**src/rtl/uart_rx_buf_ctl_if.sv**
```systemverilog
// Host-side read/status port of the UART receive controller.
// The host drives rd/clr_err; the controller drives the FIFO head, occupancy, flow control and sticky errors.
interface uart_rx_buf_ctl_if #(
  parameter int DATA_W     = 8,
  parameter int FIFO_DEPTH = 16
);
  localparam int LVL_W = $clog2(FIFO_DEPTH) + 1;

  logic              rd;
  logic              clr_err;
  logic [DATA_W-1:0] dout;
  logic              empty;
  logic              full;
  logic [LVL_W-1:0]  level;
  logic              flow_ctl;
  logic              frame_err;
  logic              overrun;
  logic              parity_err;

  modport master (
    output rd, clr_err,
    input  dout, empty, full, level, flow_ctl, frame_err, overrun, parity_err
  );

  modport slave (
    input  rd, clr_err,
    output dout, empty, full, level, flow_ctl, frame_err, overrun, parity_err
  );
endinterface

```
**src/rtl/uart_rx_buf_ctl.sv**
```systemverilog
// Oversampled UART receiver feeding a first-word-fall-through FIFO with hysteretic flow control.
// Define RX_PARITY_EN to receive one even-parity bit after the data bits.
module uart_rx_buf_ctl #(
  parameter int DATA_W     = 8,
  parameter int FIFO_DEPTH = 16,
  parameter int OVS        = 16,
  parameter int RTS_HI     = 12,
  parameter int RTS_LO     = 4
) (
  input  logic clk,
  input  logic rst,
  input  logic baud_tick,
  input  logic rxd,
  uart_rx_buf_ctl_if.slave host
);

  localparam int TW = $clog2(OVS);
  localparam int BW = $clog2(DATA_W);
  localparam int AW = $clog2(FIFO_DEPTH);
  localparam int LW = AW + 1;

  localparam logic [TW-1:0] TICK_MID  = TW'(OVS / 2 - 1);
  localparam logic [TW-1:0] TICK_LAST = TW'(OVS - 1);
  localparam logic [BW-1:0] BIT_LAST  = BW'(DATA_W - 1);
  localparam logic [LW-1:0] DEPTH_L   = LW'(FIFO_DEPTH);
  localparam logic [LW-1:0] RTS_HI_L  = LW'(RTS_HI);
  localparam logic [LW-1:0] RTS_LO_L  = LW'(RTS_LO);

  typedef enum logic [2:0] {
    ST_IDLE,
    ST_START,
    ST_DATA,
`ifdef RX_PARITY_EN
    ST_PARITY,
`endif
    ST_STOP
  } state_t;

  // ---------------- input synchroniser ----------------
  logic       rxd_meta_reg;
  logic       rxd_sync_reg;
  logic [1:0] sync_fill_reg;

  // sync_fill marks when both stages hold real line samples rather than reset values,
  // so a line held low across reset release never looks like an idle-high line.
  always_ff @(posedge clk) begin
    if (rst) begin
      rxd_meta_reg  <= 1'b1;
      rxd_sync_reg  <= 1'b1;
      sync_fill_reg <= 2'b00;
    end else begin
      rxd_meta_reg  <= rxd;
      rxd_sync_reg  <= rxd_meta_reg;
      sync_fill_reg <= {sync_fill_reg[0], 1'b1};
    end
  end

  // ---------------- deframer FSM ----------------
  state_t            state_reg;
  logic [TW-1:0]     tick_cnt_reg;
  logic [BW-1:0]     bit_cnt_reg;
  logic [DATA_W-1:0] shift_reg;
  logic              armed_reg;

  logic tick_last;
  logic stop_sample;
  logic push;
  logic frame_set;
  logic parity_set;

  assign tick_last   = (tick_cnt_reg == TICK_LAST);
  assign stop_sample = (state_reg == ST_STOP) && baud_tick && tick_last;
  assign push        = stop_sample && rxd_sync_reg;
  assign frame_set   = stop_sample && !rxd_sync_reg;

`ifdef RX_PARITY_EN
  assign parity_set  = (state_reg == ST_PARITY) && baud_tick && tick_last &&
                       (rxd_sync_reg != (^shift_reg));
`else
  assign parity_set  = 1'b0;
`endif

  always_ff @(posedge clk) begin
    if (rst) begin
      state_reg    <= ST_IDLE;
      tick_cnt_reg <= '0;
      bit_cnt_reg  <= '0;
      shift_reg    <= '0;
      armed_reg    <= 1'b0;
    end else begin
      if (sync_fill_reg[1] && rxd_sync_reg)
        armed_reg <= 1'b1;

      if (baud_tick) begin
        case (state_reg)
          ST_IDLE: begin
            tick_cnt_reg <= '0;
            if (armed_reg && !rxd_sync_reg)
              state_reg <= ST_START;
          end

          ST_START: begin
            if (tick_cnt_reg == TICK_MID) begin
              tick_cnt_reg <= '0;
              bit_cnt_reg  <= '0;
              state_reg    <= rxd_sync_reg ? ST_IDLE : ST_DATA;
            end else begin
              tick_cnt_reg <= tick_cnt_reg + 1'b1;
            end
          end

          ST_DATA: begin
            if (tick_last) begin
              tick_cnt_reg <= '0;
              shift_reg    <= {rxd_sync_reg, shift_reg[DATA_W-1:1]};
              if (bit_cnt_reg == BIT_LAST) begin
                bit_cnt_reg <= '0;
`ifdef RX_PARITY_EN
                state_reg   <= ST_PARITY;
`else
                state_reg   <= ST_STOP;
`endif
              end else begin
                bit_cnt_reg <= bit_cnt_reg + 1'b1;
              end
            end else begin
              tick_cnt_reg <= tick_cnt_reg + 1'b1;
            end
          end

`ifdef RX_PARITY_EN
          ST_PARITY: begin
            if (tick_last) begin
              tick_cnt_reg <= '0;
              state_reg    <= ST_STOP;
            end else begin
              tick_cnt_reg <= tick_cnt_reg + 1'b1;
            end
          end
`endif

          ST_STOP: begin
            if (tick_last) begin
              tick_cnt_reg <= '0;
              state_reg    <= ST_IDLE;
              // A low stop bit is treated as a break: wait for the line to return high.
              if (!rxd_sync_reg)
                armed_reg <= 1'b0;
            end else begin
              tick_cnt_reg <= tick_cnt_reg + 1'b1;
            end
          end

          default: state_reg <= ST_IDLE;
        endcase
      end
    end
  end

  // ---------------- receive FIFO ----------------
  logic [DATA_W-1:0] mem [FIFO_DEPTH];
  logic [AW-1:0]     wr_ptr_reg;
  logic [AW-1:0]     rd_ptr_reg;
  logic [LW-1:0]     count_reg;
  logic [DATA_W-1:0] dout_reg;
  logic              flow_ctl_reg;

  logic              empty;
  logic              full;
  logic              do_pop;
  logic              do_push;
  logic              overrun_set;
  logic [LW-1:0]     count_next;
  logic [AW-1:0]     rd_ptr_next;
  logic              head_is_new;

  assign empty       = (count_reg == '0);
  assign full        = (count_reg == DEPTH_L);
  assign do_pop      = host.rd && !empty;
  assign do_push     = push && (!full || do_pop);
  assign overrun_set = push && full && !do_pop;
  assign count_next  = count_reg + LW'(do_push) - LW'(do_pop);
  assign rd_ptr_next = rd_ptr_reg + AW'(do_pop);
  // Nothing left behind the head after this cycle's pop: the pushed word becomes the head.
  assign head_is_new = ((count_reg - LW'(do_pop)) == '0);

  always_ff @(posedge clk) begin
    if (do_push)
      mem[wr_ptr_reg] <= shift_reg;
  end

  always_ff @(posedge clk) begin
    if (rst) begin
      wr_ptr_reg   <= '0;
      rd_ptr_reg   <= '0;
      count_reg    <= '0;
      dout_reg     <= '0;
      flow_ctl_reg <= 1'b0;
    end else begin
      if (do_push)
        wr_ptr_reg <= wr_ptr_reg + 1'b1;
      rd_ptr_reg <= rd_ptr_next;
      count_reg  <= count_next;

      if (count_next != '0) begin
        if (head_is_new)
          dout_reg <= shift_reg;
        else
          dout_reg <= mem[rd_ptr_next];
      end

      if (count_next >= RTS_HI_L)
        flow_ctl_reg <= 1'b1;
      else if (count_next <= RTS_LO_L)
        flow_ctl_reg <= 1'b0;
    end
  end

  // ---------------- sticky error flags ----------------
  logic frame_err_reg;
  logic overrun_reg;

  always_ff @(posedge clk) begin
    if (rst) begin
      frame_err_reg <= 1'b0;
      overrun_reg   <= 1'b0;
    end else begin
      frame_err_reg <= frame_set   || (frame_err_reg && !host.clr_err);
      overrun_reg   <= overrun_set || (overrun_reg   && !host.clr_err);
    end
  end

`ifdef RX_PARITY_EN
  logic parity_err_reg;

  always_ff @(posedge clk) begin
    if (rst)
      parity_err_reg <= 1'b0;
    else
      parity_err_reg <= parity_set || (parity_err_reg && !host.clr_err);
  end

  assign host.parity_err = parity_err_reg;
`else
  logic unused_parity;
  assign unused_parity   = parity_set;
  assign host.parity_err = 1'b0;
`endif

  assign host.dout      = dout_reg;
  assign host.empty     = empty;
  assign host.full      = full;
  assign host.level     = count_reg;
  assign host.flow_ctl  = flow_ctl_reg;
  assign host.frame_err = frame_err_reg;
  assign host.overrun   = overrun_reg;

endmodule
```
**src/flat_wrapper.sv**
```systemverilog
// flat-port wrapper written by rule: the top's interface ports become plain ports
module uart_rx_buf_ctl_flat 
#(
  parameter int DATA_W     = 8,
  parameter int FIFO_DEPTH = 16,
  parameter int OVS        = 16,
  parameter int RTS_HI     = 12,
  parameter int RTS_LO     = 4
)
  (clk, rst, baud_tick, rxd, host_rd, host_clr_err, host_dout, host_empty, host_full, host_level, host_flow_ctl, host_frame_err, host_overrun, host_parity_err);
  uart_rx_buf_ctl_if #(.DATA_W(DATA_W), .FIFO_DEPTH(FIFO_DEPTH)) host_i ();
  input  logic clk;
  input  logic rst;
  input  logic baud_tick;
  input  logic rxd;
  input wire logic [$bits(host_i.rd)-1:0] host_rd;
  input wire logic [$bits(host_i.clr_err)-1:0] host_clr_err;
  output wire logic [$bits(host_i.dout)-1:0] host_dout;
  output wire logic [$bits(host_i.empty)-1:0] host_empty;
  output wire logic [$bits(host_i.full)-1:0] host_full;
  output wire logic [$bits(host_i.level)-1:0] host_level;
  output wire logic [$bits(host_i.flow_ctl)-1:0] host_flow_ctl;
  output wire logic [$bits(host_i.frame_err)-1:0] host_frame_err;
  output wire logic [$bits(host_i.overrun)-1:0] host_overrun;
  output wire logic [$bits(host_i.parity_err)-1:0] host_parity_err;
  assign host_i.rd = host_rd;
  assign host_i.clr_err = host_clr_err;
  assign host_dout = host_i.dout;
  assign host_empty = host_i.empty;
  assign host_full = host_i.full;
  assign host_level = host_i.level;
  assign host_flow_ctl = host_i.flow_ctl;
  assign host_frame_err = host_i.frame_err;
  assign host_overrun = host_i.overrun;
  assign host_parity_err = host_i.parity_err;
  uart_rx_buf_ctl #(.DATA_W(DATA_W), .FIFO_DEPTH(FIFO_DEPTH), .OVS(OVS), .RTS_HI(RTS_HI), .RTS_LO(RTS_LO)) u_core (.clk(clk), .rst(rst), .baud_tick(baud_tick), .rxd(rxd), .host(host_i));
endmodule
```
**config.mk**
```make
export PLATFORM = sky130hd
export DESIGN_NAME = uart_rx_buf_ctl_flat
export DESIGN_NICKNAME = d
export VERILOG_FILES = /design/src/rtl/uart_rx_buf_ctl_if.sv /design/src/rtl/uart_rx_buf_ctl.sv /design/src/flat_wrapper.sv
export SDC_FILE = /design/constraint.sdc
export NUM_CORES = 1
export LEC_CHECK = 0
export BUFFER_PORTS_ARGS = -buffer_cell sky130_fd_sc_hd__buf_2
export CAP_MARGIN = 20
export CORE_ASPECT_RATIO = 1.75
export CORE_MARGIN = 4
export CORE_UTILIZATION = 40
export CTS_CLUSTER_SIZE = 12
export DETAILED_ROUTE_END_ITERATION = 10
export HOLD_SLACK_MARGIN = 0.06
export PLACE_DENSITY = 0.6
export SETUP_SLACK_MARGIN = 0.05
export SYNTH_ARGS = -nofsm -noshare
export SYNTH_HDL_FRONTEND = slang
export SYNTH_SLANG_ARGS = --single-unit
```
**constraint.sdc**
```tcl
create_clock -name clk -period 5.82 [get_ports clk]
set_input_delay 0.291 -clock clk [delete_from_list [all_inputs] [get_ports clk]]
set_output_delay 0.291 -clock clk [all_outputs]
set_load 0.01 [all_outputs]
```
# Word-level counts from Yosys, hierarchy flattened
# Memories as Yosys holds them, arrays and structs flattened.
# Index checks and enable logic that the tools add are counted.
[classes] add_sub_neg=7 n_reduce_logical=32 magnitude_cmp=2 n_mux=25 n_eq_ne=12
[ops] cell="two-way mux 3 bit" count=8
[ops] cell="logical AND 1 bit" count=12
[ops] cell="case mux 3 bit (4 select lines)" count=1
[ops] cell="case mux 4 bit (3 select lines)" count=1
[ops] cell="zero test 5 bit" count=2
[ops] cell="two-way mux 1 bit" count=10
[ops] cell="inequality test 2 x 1 -> 1 bit, second input constant" count=5
[ops] cell="subtractor 5 x 1 -> 5 bit" count=2
[ops] cell="adder 4 x 1 -> 4 bit, second input constant" count=2
[ops] cell="two-way mux 4 bit" count=2
[ops] cell="two-way mux 8 bit" count=1
[ops] cell="== test 3 x 2 -> 1 bit, second input constant" count=2
[ops] cell="case mux 3 bit (2 select lines)" count=1
[ops] cell="AND reduction 6 bit" count=1
[ops] cell="adder 5 x 1 -> 5 bit" count=1
[ops] cell="== test 5 bit, second input constant" count=1
[ops] cell=">= comparator 5 x 4 -> 1 bit, second input constant" count=1
[ops] cell="less-or-equal comparator 5 x 3 -> 1 bit, second input constant" count=1
[ops] cell="zero test 1 bit" count=5
[ops] cell="nonzero test 5 bit" count=1
[ops] cell="adder 4 x 1 -> 4 bit" count=1
[ops] cell="== test 4 x 3 -> 1 bit, second input constant" count=1
[ops] cell="== test 4 bit, second input constant" count=1
[ops] cell="AND reduction 4 bit" count=1
[ops] cell="11 further kinds" count=14
[word_totals] output_inout_bits=19 register_bits=47 mem_bits_rw=128 n_memories=1 in_bits=6 elab_cells=95
[mem_list] name="u_core.mem" depth=16 word_bits=8 read_ports=1 rd_ports_with_merged_regs=0 wr=1 line_no="uart_rx_buf_ctl.sv:161" text="logic [DATA_W-1:0] mem [FIFO_DEPTH];"

# Longest topological paths before layout
# Gate-level depths: netlist (run 1).
[logic_depth] ltp_word=10 ltp_mapped=15 ltp_nobuf=14

# Least setup slack after synthesis (run 1)
# No wires, ideal clock.
[synth_path] path_type="register to register" start="register u_core.count_reg[2] (netlist: u_core.host.level[2])" end="register u_core.dout_reg[0] (netlist: u_core.host.dout[0])" required_ns=5.746 setup_time_ns=0.074 n_path_buf=1 arrival_time_ns=3.528 stages_incl_launch_ff=16 synth_period_minus_slack_ns=3.602 slack_ns=2.218 path_cell_list="dfxtp_1 -> inv_1 -> ha_1 -> nor4b_1 -> nor2b_1 -> ha_1 -> inv_1 -> ha_1 -> inv_1 -> fa_1 -> xnor2_1 -> nand3_1 -> mux2_2 -> or2_2 -> clkbuf_1 -> a31oi_1"
[synth_via] elab_chain_cells=8 elab_cells_between_ends=15 classes_between="add/sub (4); eq/ne (1); mux (1); reduce/logical (8); memory (1)"
[synth_rtl] item="start: declaration" line_no="uart_rx_buf_ctl.sv:164" text="logic [LW-1:0] count_reg;"
[synth_rtl] item="start signal: assignment" line_no="uart_rx_buf_ctl.sv:203" text="count_reg <= count_next;"
[synth_rtl] item="zero test 5 bit *" line_no="uart_rx_buf_ctl.sv:177" text="assign empty = (count_reg == '0);"
[synth_rtl] item="via host_empty" line_no="flat_wrapper.sv:19" text="output wire logic [$bits(host_i.empty)-1:0] host_empty;"
[synth_rtl] item="zero test 1 bit *" line_no="uart_rx_buf_ctl.sv:179" text="assign do_pop = host.rd && !empty;"
[synth_rtl] item="logical AND 1 bit *" line_no="uart_rx_buf_ctl.sv:179"
[synth_rtl] item="logical OR 1 bit" line_no="uart_rx_buf_ctl.sv:180" text="assign do_push = push && (!full || do_pop);"
[synth_rtl] item="logical AND 1 bit" line_no="uart_rx_buf_ctl.sv:180"
[synth_rtl] item="adder 5 x 1 -> 5 bit" line_no="uart_rx_buf_ctl.sv:182" text="assign count_next = count_reg + LW'(do_push) - LW'(do_pop);"
[synth_rtl] item="subtractor 5 x 1 -> 5 bit" line_no="uart_rx_buf_ctl.sv:182"
[synth_rtl] item="nonzero test 5 bit" line_no="uart_rx_buf_ctl.sv:205" text="if (count_next != '0) begin"
[synth_rtl] item="end signal: assignment" line_no="uart_rx_buf_ctl.sv:207" text="dout_reg <= shift_reg;"
[synth_rtl] item="end signal: assignment" line_no="uart_rx_buf_ctl.sv:209" text="dout_reg <= mem[rd_ptr_next];"
[synth_rtl] item="end: declaration" line_no="uart_rx_buf_ctl.sv:165" text="logic [DATA_W-1:0] dout_reg;"
# Mark *: on every way through the listed nets, which the timed path passes. The rest lies on a longest branch.
# A chain may end at the register's enable or synchronous reset.

# Worst setup path after layout (run 1)
[layout_path] start="register u_core.count_reg[2] (netlist: u_core.host.level[2])" end="register u_core.dout_reg[5] (netlist: u_core.host.dout[5])"
[layout_via] elab_chain_cells=8 elab_cells_between_ends=15 classes_between="add/sub (4); eq/ne (1); mux (1); reduce/logical (8); memory (1)"
[layout_rtl] item="zero test 5 bit" line_no="uart_rx_buf_ctl.sv:177"
[layout_rtl] item="zero test 1 bit" line_no="uart_rx_buf_ctl.sv:179"
[layout_rtl] item="logical AND 1 bit" line_no="uart_rx_buf_ctl.sv:179"
[layout_rtl] item="logical OR 1 bit" line_no="uart_rx_buf_ctl.sv:180"
[layout_rtl] item="logical AND 1 bit" line_no="uart_rx_buf_ctl.sv:180"
[layout_rtl] item="adder 5 x 1 -> 5 bit" line_no="uart_rx_buf_ctl.sv:182"
[layout_rtl] item="subtractor 5 x 1 -> 5 bit" line_no="uart_rx_buf_ctl.sv:182"
[layout_rtl] item="nonzero test 5 bit" line_no="uart_rx_buf_ctl.sv:205"
# Several ways; a longest one is shown, not always the timed one.

==> flow_metrics.tcl, run 1 <==
set metrics [dict create \
    grt_pass1_vias 4204 \
    drive_gt1_share_pct 20.2 \
    synth_edf_count 128 \
    syn_area_sq_mm 0.00730 \
    period_share_pct 64.6 \
    fp.dieH_um 187 \
    cts.clk_slew.worst_paths_ps 70 \
    ir_drop_mv 0.319 \
    tns_ps 0 \
    synth_ff_type "edfxtp_1" \
    finalPower_uw 3380 \
    worst_slack_ps 2060 \
    antenna_found_initial 0 \
    post-route-drc-count 0 \
    max_freq_mhz 266 \
    core_sq_mm 0.0180 \
    setup_violations 0 \
    highest_layer "met4" \
    worst-path-buf-inv 3 \
    cts_tree "done" \
    p_leak_uw 0.00323 \
    gr-usage-all-layers_pct 16.0 \
    vias 4005 \
    wl_met3_um 458 \
    clock_sinks 174 \
    hp-class "primary input to flip-flop" \
    crit_chain "inv_1 -> ha_1 -> nor4b_1 -> nor2b_1 -> ha_1 -> inv_1 -> ha_1 -> inv_1 -> fa_1 -> o21bai_1 -> a21oi_1 -> xnor2_1 -> or2_2 -> a31oi_1" \
    slew_headroom_pct 28.1 \
    antenna_left 0 \
    hold_viol 0 \
    path_max_fanout 11 \
    crit_path_top_delay_cell "xnor2_1" \
    cp-start-kind "flip-flop" \
    syn_to_final_growth_pct 13.1 \
    worst_path_largest_cell_delay_ps 710 \
    yosysUniqueCellTypes 49 \
    worstMarginPinSlew_ps 1080 \
    max_cap_violations 0 \
    drt_iter0_drc 354 \
    post_drt_wl_per_cell_um 20.7 \
    n_antenna_cell 0 \
    dpl_worst_slack_ps 2030 \
    cp_data_arrival_time_ps 4060 \
    clockRootBuffer "clkbuf_16" \
    synth.avg_cell_area_sq_um 15.5 \
    synth.ff_latch_count 174 \
    synth_nets 499 \
    start_util_pct 40.6 \
    cts_made_buffers 17 \
    gp_congestion 0.790 \
    rsz0062_at_grt "no" \
    drt-total-wl_um 15400 \
    die_w_um 110 \
    rows 65 \
    avgViaCountPerCell 5.38 \
    grt-ovfl-total 0 \
    netlist_instances 470 \
    async_flop_share_pct 0 \
    hpwl_um 10800 \
    final_max_slew_viol_count 0 \
    fillerInstances 1554 \
    cts_max_level 4 \
    io_pins 25 \
    worstSetupPathType "flip-flop to flip-flop" \
    ys_seq_area_share_pct 65.2 \
    wl_met2_um 9040 \
    post-route-util_pct 45.9 \
    min_period_ps 3760 \
    port_buffers 23 \
    ys.warnings.count 0 \
    cts_buffer_depth 2 \
    cp.required_ps 6120 \
    status "complete, no violations" \
    power.density_mw_per_mm2 409 \
    firstDrtPassIters 4 \
    skew_ps 8.67 \
    dieArea_sq_mm 0.0206 \
    cp-end-kind "flip-flop" \
    cp_top_family "adder cells" \
    largest_register_ffs 128 \
    layout.nets 527 \
    route.layer.met1.wl_um 5570 \
    grt_start_max_net_pins 37 \
    insertion_delay_ps 420 \
    grt_pass1_wl_um 24000 \
]
cells in the mapped netlist, types with 2 or more instances:
master    number  area [sq um]
edfxtp_1     128          3840
dfxtp_1       46           921
nor2_1        35           131
mux4_2        24           541
ha_1          22           275
a21oi_1       19          95.1
inv_1         18          67.6
mux2i_1       16           160
nand2_1       16          60.1
clkbuf_1      12          45.0
nand3_1       10          50.1
mux2_2         9           101
mux4_1         9           236
or3_1          9          56.3
a31oi_1        8          50.1
nor3_1         8          40.0
o31ai_1        8          60.1
a22oi_1        7          52.6
nor2b_1        7          43.8
xnor2_1        7          61.3
nand2b_1       5          31.3
o21ai_0        5          25.0
or2_2          5          31.3
buf_2          4          20.0
and2_1         3          18.8
xor2_1         3          26.3
buf_4          2          15.0
buf_6          2          22.5
nor4b_1        2          17.5
o21bai_1       2          15.0
power breakdown:
part	internal [uW]	total (uW)	switching, uW	leakage, uW
clock network	614	1130	515	0.000287
logic	356	852	496	0.00108
registers	1360	1400	38.6	0.00186
total	2330	3380	1050	0.00323
metrics by stage:
stage               hold WS, ps  std cells  area [sq um]
global placement            392        711          7630
detailed placement          396        711          7630
CTS                         172        744          8240
global route                192        745          8260
finish                      190        745          8260
floorplan                   389        470          7300
final timing paths:
path                            slack [ps]                     end                  from  cells after the start
worst max register to register        2060     u_core.host.dout[5]  u_core.host.level[2]                     14
worst max-delay path                  2060     u_core.host.dout[5]  u_core.host.level[2]                     14
worst min-delay path                   190  u_core.tick_cnt_reg[1]             baud_tick                      3
worst min register to register         410     u_core.rxd_sync_reg   u_core.rxd_meta_reg                      1
cells in the final DEF (no fill, tap or decap), types with 3 or more instances in the layout:
master     netlist  layout
a21oi_1         19      19
a22oi_1          7       7
a31oi_1          8       8
and2_1           3       3
buf_2            4      23
buf_4            2       6
clkbuf_16        0      17
dfxtp_1         46      46
edfxtp_1       128     128
ha_1            22      21
inv_1           18      18
inv_6            0       4
inv_8            0       5
mux2_2           9       9
mux2i_1         16      16
mux4_1           9       9
mux4_2          24      24
nand2_1         16      16
nand2b_1         5       5
nand3_1         10      10
nor2_1          35      35
nor2b_1          7       7
nor3_1           8       8
o21ai_0          5       5
o31ai_1          8       8
or2_2            5       5
or3_1            9       9
xnor2_1          7       7
xor2_1           3       3
worst reg2reg max path, delay by kind of cell (launching register included):
family,cells,cell delay (ps)
AND/OR/NAND/NOR,3,760
AO/OA/AOI/OAI,3,380
XOR/XNOR,1,710
buffers and inverters,3,260
adder cells (fa/ha/maj),4,1160
flip-flops,1,350
cell families after synthesis:
| kind of cell | Yosys count | share of synthesized area, % |
|---|---|---|
| flip-flops | 174 | 65.2 |
| AO/OA/AOI/OAI | 55 | 4.83 |
| other | 1 | 0.0513 |
| AND/OR/NAND/NOR | 108 | 7.54 |
| adder cells (fa/ha/maj) | 23 | 4.04 |
| buffers and inverters | 40 | 2.66 |
| XOR/XNOR | 11 | 1.42 |
| multiplexers | 58 | 14.2 |
routing by layer:
layer  track usage [%]  vias to the layer above
met2              30.0                       82
met4              6.21                        0
li1                  -                     1857
met1              17.0                     2048
met3              3.18                       18
met5                 0                        -
cell type report:
type | instances | area, sq um | share of cell area [%]
sequential | 174 | 4760 | 57.7
multi-input combinational | 256 | 2350 | 28.4
clock buffer | 17 | 425 | 5.15
tap | 234 | 293 | 3.55
timing repair buffer | 31 | 190 | 2.30
clock inverter | 15 | 170 | 2.06
inverter | 18 | 67.6 | 0.818
timing repair:
item | 4_1_cts | 5_1_grt
hold buffers | 1 | 0
buffers inserted | 0 | 0
hold endpoints to repair | 1 | 0
resized for setup | 0 | 0
(Power assumes the default switching activity.)
==> run 2: changes to the inputs <==
PLACE_DENSITY = 0.63   (was 0.6)
clock period = 3.1 ns   (was 5.82 ns; I/O delays follow)
==> flow_metrics.tcl, run 2 (same netlist as run 1, synthesis figures left out) <==
set metrics [dict create \
    hpwl_um 10900 \
    cts.clk_slew.worst_paths_ps 70 \
    p_leak_uw 0.00350 \
    antenna_found_initial 0 \
    worstMarginPinSlew_ps 953 \
    gr-usage-all-layers_pct 16.3 \
    finalPower_uw 7120 \
    dp_cells 733 \
    min_from "host_rd" \
    whs_path_depth 4 \
    firstDrtPassIters 4 \
    vias 4222 \
    hold_ws_ps 89.5 \
    post-route-drc-count 0 \
    largest_register_ffs 128 \
    layout.nets 571 \
    final_max_slew_viol_count 0 \
    rsz0062_at_grt "yes" \
    grt_pass1_vias 4297 \
    core_sq_mm 0.0180 \
    io_pins 25 \
    grt-ovfl-total 0 \
    path_max_fanout 8 \
    cts_tree "done" \
    drive_gt1_share_pct 31.5 \
    setup_violations 0 \
    start_util_pct 40.6 \
    mostFrequentLayoutCells "edfxtp_1, dfxtp_1, buf_4, nor2_1, mux4_2" \
    cp-start-kind "flip-flop" \
    cp_data_arrival_time_ps 3350 \
    clock_sinks 174 \
    port_buffers 23 \
    antenna_left 0 \
    ir_drop_mv 0.602 \
    n_antenna_cell 0 \
    fp.dieH_um 187 \
    syn_to_final_growth_pct 20.9 \
    rows 65 \
    power.density_mw_per_mm2 807 \
    cts_buffer_depth 2 \
    clockRootBuffer "clkbuf_16" \
    slew_headroom_pct 36.4 \
    tns_ps 0 \
    cts_made_buffers 17 \
    cp-end-kind "flip-flop" \
    grt_start_max_net_pins 37 \
    dieArea_sq_mm 0.0206 \
    min_period_ps 3010 \
    max_freq_mhz 332 \
    max_cap_violations 0 \
    hold_viol 0 \
    cts_max_level 4 \
    insertion_delay_ps 420 \
    r2r-end "u_core.host.dout[4]" \
    drt_iter0_drc 307 \
    holdPathEnd "u_core.host.overrun" \
    period_share_pct 97.0 \
    hp-class "primary input to flip-flop" \
    cp.required_ps 3440 \
    post-route-util_pct 49.1 \
    ff2ff_setup_slack_ps 90 \
    skew_ps 11.8 \
    drt-total-wl_um 16300 \
    status "complete, no violations" \
    gp_congestion 0.833 \
    die_w_um 110 \
    fin_cells 789 \
    post_drt_wl_per_cell_um 20.7 \
    timing.rr.start "u_core.host.level[2]" \
    grt_pass1_wl_um 24600 \
    worstSetupPathType "flip-flop to flip-flop" \
    final_common_cell "edfxtp_1" \
    avgViaCountPerCell 5.35 \
    reg2regPathDepth 14 \
]
## run 2: worst max path at each step
stage / startpoint / end / slack, ps / cells past startpoint
final: u_core.host.level[2] / u_core.host.dout[4] / 90 / 14
after global routing: u_core.host.level[2] / u_core.host.dout[4] / -20 / 14
after CTS: u_core.host.level[2] / u_core.host.dout[2] / 10 / 15
after detailed placement: u_core.host.level[2] / u_core.host.dout[2] / -200 / 14
after global placement: u_core.host.level[2] / u_core.host.dout[5] / -0.9 / 14
after floorplan: u_core.host.level[2] / u_core.host.dout[1] / 20 / 15
## run 2: worst max-delay path, cell delays in order (launching register included)
cell,delay (ps)
dfxtp_4,360
inv_4,60
ha_4,140
nor4b_4,220
nor2b_2,100
ha_4,220
inv_2,60
ha_4,120
inv_2,30
fa_2,530
nor2b_4,180
nand3_2,110
mux2_4,320
or2_4,310
a31oi_1,170
## run 2: final cells by class
cell class / instances / area [sq um]
Inverter: 18 / 70.1
Tap cell: 234 / 293
Sequential cell: 174 / 4770
Clock inverter: 15 / 139
Fill cell: 1473 / 9140
Multi-Input combinational cell: 257 / 2590
Clock buffer: 17 / 425
Timing Repair Buffer: 74 / 542
## run 2: through the flow
step | setup WS, ps | instance area [sq um]
floorplan | 20.9 | 7370
global placement | -0.861 | 7880
detailed placement | -199 | 7880
CTS | 10.3 | 8650
global route | -22.1 | 8830
finish | 91.9 | 8830
## run 2: layer usage
metal,track usage (%),wire (um)
met2,29.1,9140
met1,17.6,5920
met4,8.58,803
met5,0,0
met3,3.08,483
## run 2: power by group
part / switching [uW] / internal (uW) / leakage (uW) / total (uW)
Combinational: 1210 / 1240 / 0.00135 / 2460
Clock: 963 / 1070 / 0.000281 / 2030
Sequential: 79.0 / 2560 / 0.00186 / 2640
Total: 2260 / 4870 / 0.00350 / 7120
## run 2: what timing repair did
action,CTS,global route
pin swaps,7,6
resized for setup,9,23
endpoints found under the setup margin,10,9
setup buffers,15,5
gates cloned,1,0
hold buffers,3,0
hold endpoints to repair,4,0
==> run 3: changes to the inputs <==
REMOVE_ABC_BUFFERS = 1   (was unset)
==> flow_metrics.tcl, run 3 (same netlist as run 1, synthesis figures left out) <==
set metrics [dict create \
    path_max_fanout 8 \
    max_cap_violations 0 \
    min_from "host_rd" \
    rows 65 \
    avgViaCountPerCell 5.27 \
    ff2ff_setup_slack_ps -0.2 \
    worst_slack_ps -0.238 \
    grt_pass1_wl_um 24200 \
    dpl_worst_slack_ps -176 \
    drt-total-wl_um 15800 \
    ir_drop_mv 0.808 \
    cts_made_buffers 17 \
    final_common_cell "edfxtp_1" \
    syn_to_final_growth_pct 20.0 \
    setup_violations 1 \
    clock_sinks 174 \
    mostFrequentLayoutCells "edfxtp_1, buf_4, dfxtp_1, nor2_1, mux4_2" \
    dieArea_sq_mm 0.0206 \
    violations "negative setup slack" \
    post-route-drc-count 0 \
    crit_chain "inv_2 -> ha_4 -> nor4b_4 -> nor2b_2 -> ha_1 -> inv_1 -> ha_2 -> inv_2 -> fa_2 -> nor2b_4 -> nand3_2 -> mux2_4 -> or2_4 -> a31oi_1" \
    gp_congestion 0.805 \
    min_period_ps 3100 \
    largest_register_ffs 128 \
    hpwl_um 10800 \
    insertion_delay_ps 430 \
    grt-ovfl-total 0 \
    period_share_pct 100 \
    skew_ps 12.7 \
    hp-class "primary input to flip-flop" \
    cts_buffer_depth 2 \
    cts_max_level 4 \
    post-route-util_pct 48.8 \
    drt_iter0_drc 317 \
    post_drt_wl_per_cell_um 20.0 \
    rsz0062_at_grt "yes" \
    n_antenna_cell 0 \
    firstDrtPassIters 4 \
    port_buffers 23 \
    gr-usage-all-layers_pct 16.0 \
    clockRootBuffer "clkbuf_16" \
    slew_headroom_pct 43.9 \
    finalInstanceArea_sq_mm 0.00876 \
    worstSetupPathType "flip-flop to flip-flop" \
    grt_pass1_vias 4456 \
    start_util_pct 40.6 \
    cp_common_cell "inv_2" \
    die_w_um 110 \
    cp-start-kind "flip-flop" \
    timing.rr.start "u_core.host.level[3]" \
    worstSetupStartpoint "u_core.host.level[3]" \
    grt_start_max_net_pins 37 \
    max_freq_mhz 323 \
    antenna_left 0 \
    crit_path_top_delay_cell "fa_2" \
    cts_tree "done" \
    p_leak_uw 0.00350 \
    cp.required_ps 3450 \
    worstMarginPinSlew_ps 840 \
    layout.nets 571 \
    vias 4156 \
    placed_area_sq_mm 0.00796 \
    reg2regPathDepth 14 \
    drive_gt1_share_pct 30.3 \
    cts.clk_slew.worst_paths_ps 70 \
    power.density_mw_per_mm2 799 \
    core_sq_mm 0.0180 \
    status "finished with violations" \
    antenna_found_initial 0 \
    io_pins 25 \
    hold_ws_ps 120 \
    final_max_slew_viol_count 0 \
    hold_viol 0 \
    fp.dieH_um 187 \
    tns_ps -0.238 \
    cp-end-kind "flip-flop" \
    worst_path_largest_cell_delay_ps 570 \
    cp_data_arrival_time_ps 3450 \
    whs_path_depth 4 \
]
## run 3: cell count changes in the layout (fill, tap and decap cells not counted), moves of 3 or more
cell	before	now
o31ai_1	4	1
clkinv_2	3	0
buf_6	3	0
buf_4	43	46
o31ai_4	2	5
ha_1	16	19
a31oi_4	3	0
ha_4	5	1
## run 3: area by class of cell
class	count	area, sq um
sequential	174	4770
inverter	18	67.6
clock inverter	15	144
multi-input combinational	256	2520
tap	234	293
fill	1521	9210
clock buffer	17	425
timing repair buffer	75	551
## run 3: per-layer routing
layer / global-route usage (%) / share of wire [%]
met2: 29.7 / 58
met4: 7.16 / 2.6
met5: 0 / 0
met3: 3.18 / 3.6
met1: 16.8 / 36
## run 3: power breakdown
part           switching (uW)  total, uW  internal (uW)
Clock                     953       2020           1070
Combinational            1220       2350           1130
Sequential               77.7       2630           2550
Total                    2250       7000           4760
## run 3: stage by stage
step / cells / power (uW)
after floorplan: 448 / 3790
after global placement: 751 / 4570
after detailed placement: 751 / 4610
after CTS: 787 / 6840
after global routing: 789 / 7340
final: 789 / 7000
## run 3: final timing paths
path	to
worst min-delay path	u_core.host.overrun
worst max-delay path	u_core.host.dout[5]
worst max register to register	u_core.host.dout[5]
worst min register to register	u_core.rxd_sync_reg
## run 3: critical path, delay by kind of cell, from the launching register on
| family | cells | cell delay, ps |
|---|---|---|
| mux | 1 | 300 |
| buf+inv | 3 | 180 |
| compound gates | 1 | 210 |
| simple gates | 5 | 840 |
| flops | 1 | 330 |
| fa+ha+maj | 4 | 1160 |
## run 3: what timing repair did
| item | in CTS | in global routing |
|---|---|---|
| hold buffers | 3 | 0 |
| pin swaps | 3 | 10 |
| resized for setup | 20 | 20 |
| gates cloned | 1 | 0 |
| endpoints found under the setup margin | 8 | 10 |
| setup buffers | 0 | 2 |
| endpoints found under the hold margin | 5 | 0 |
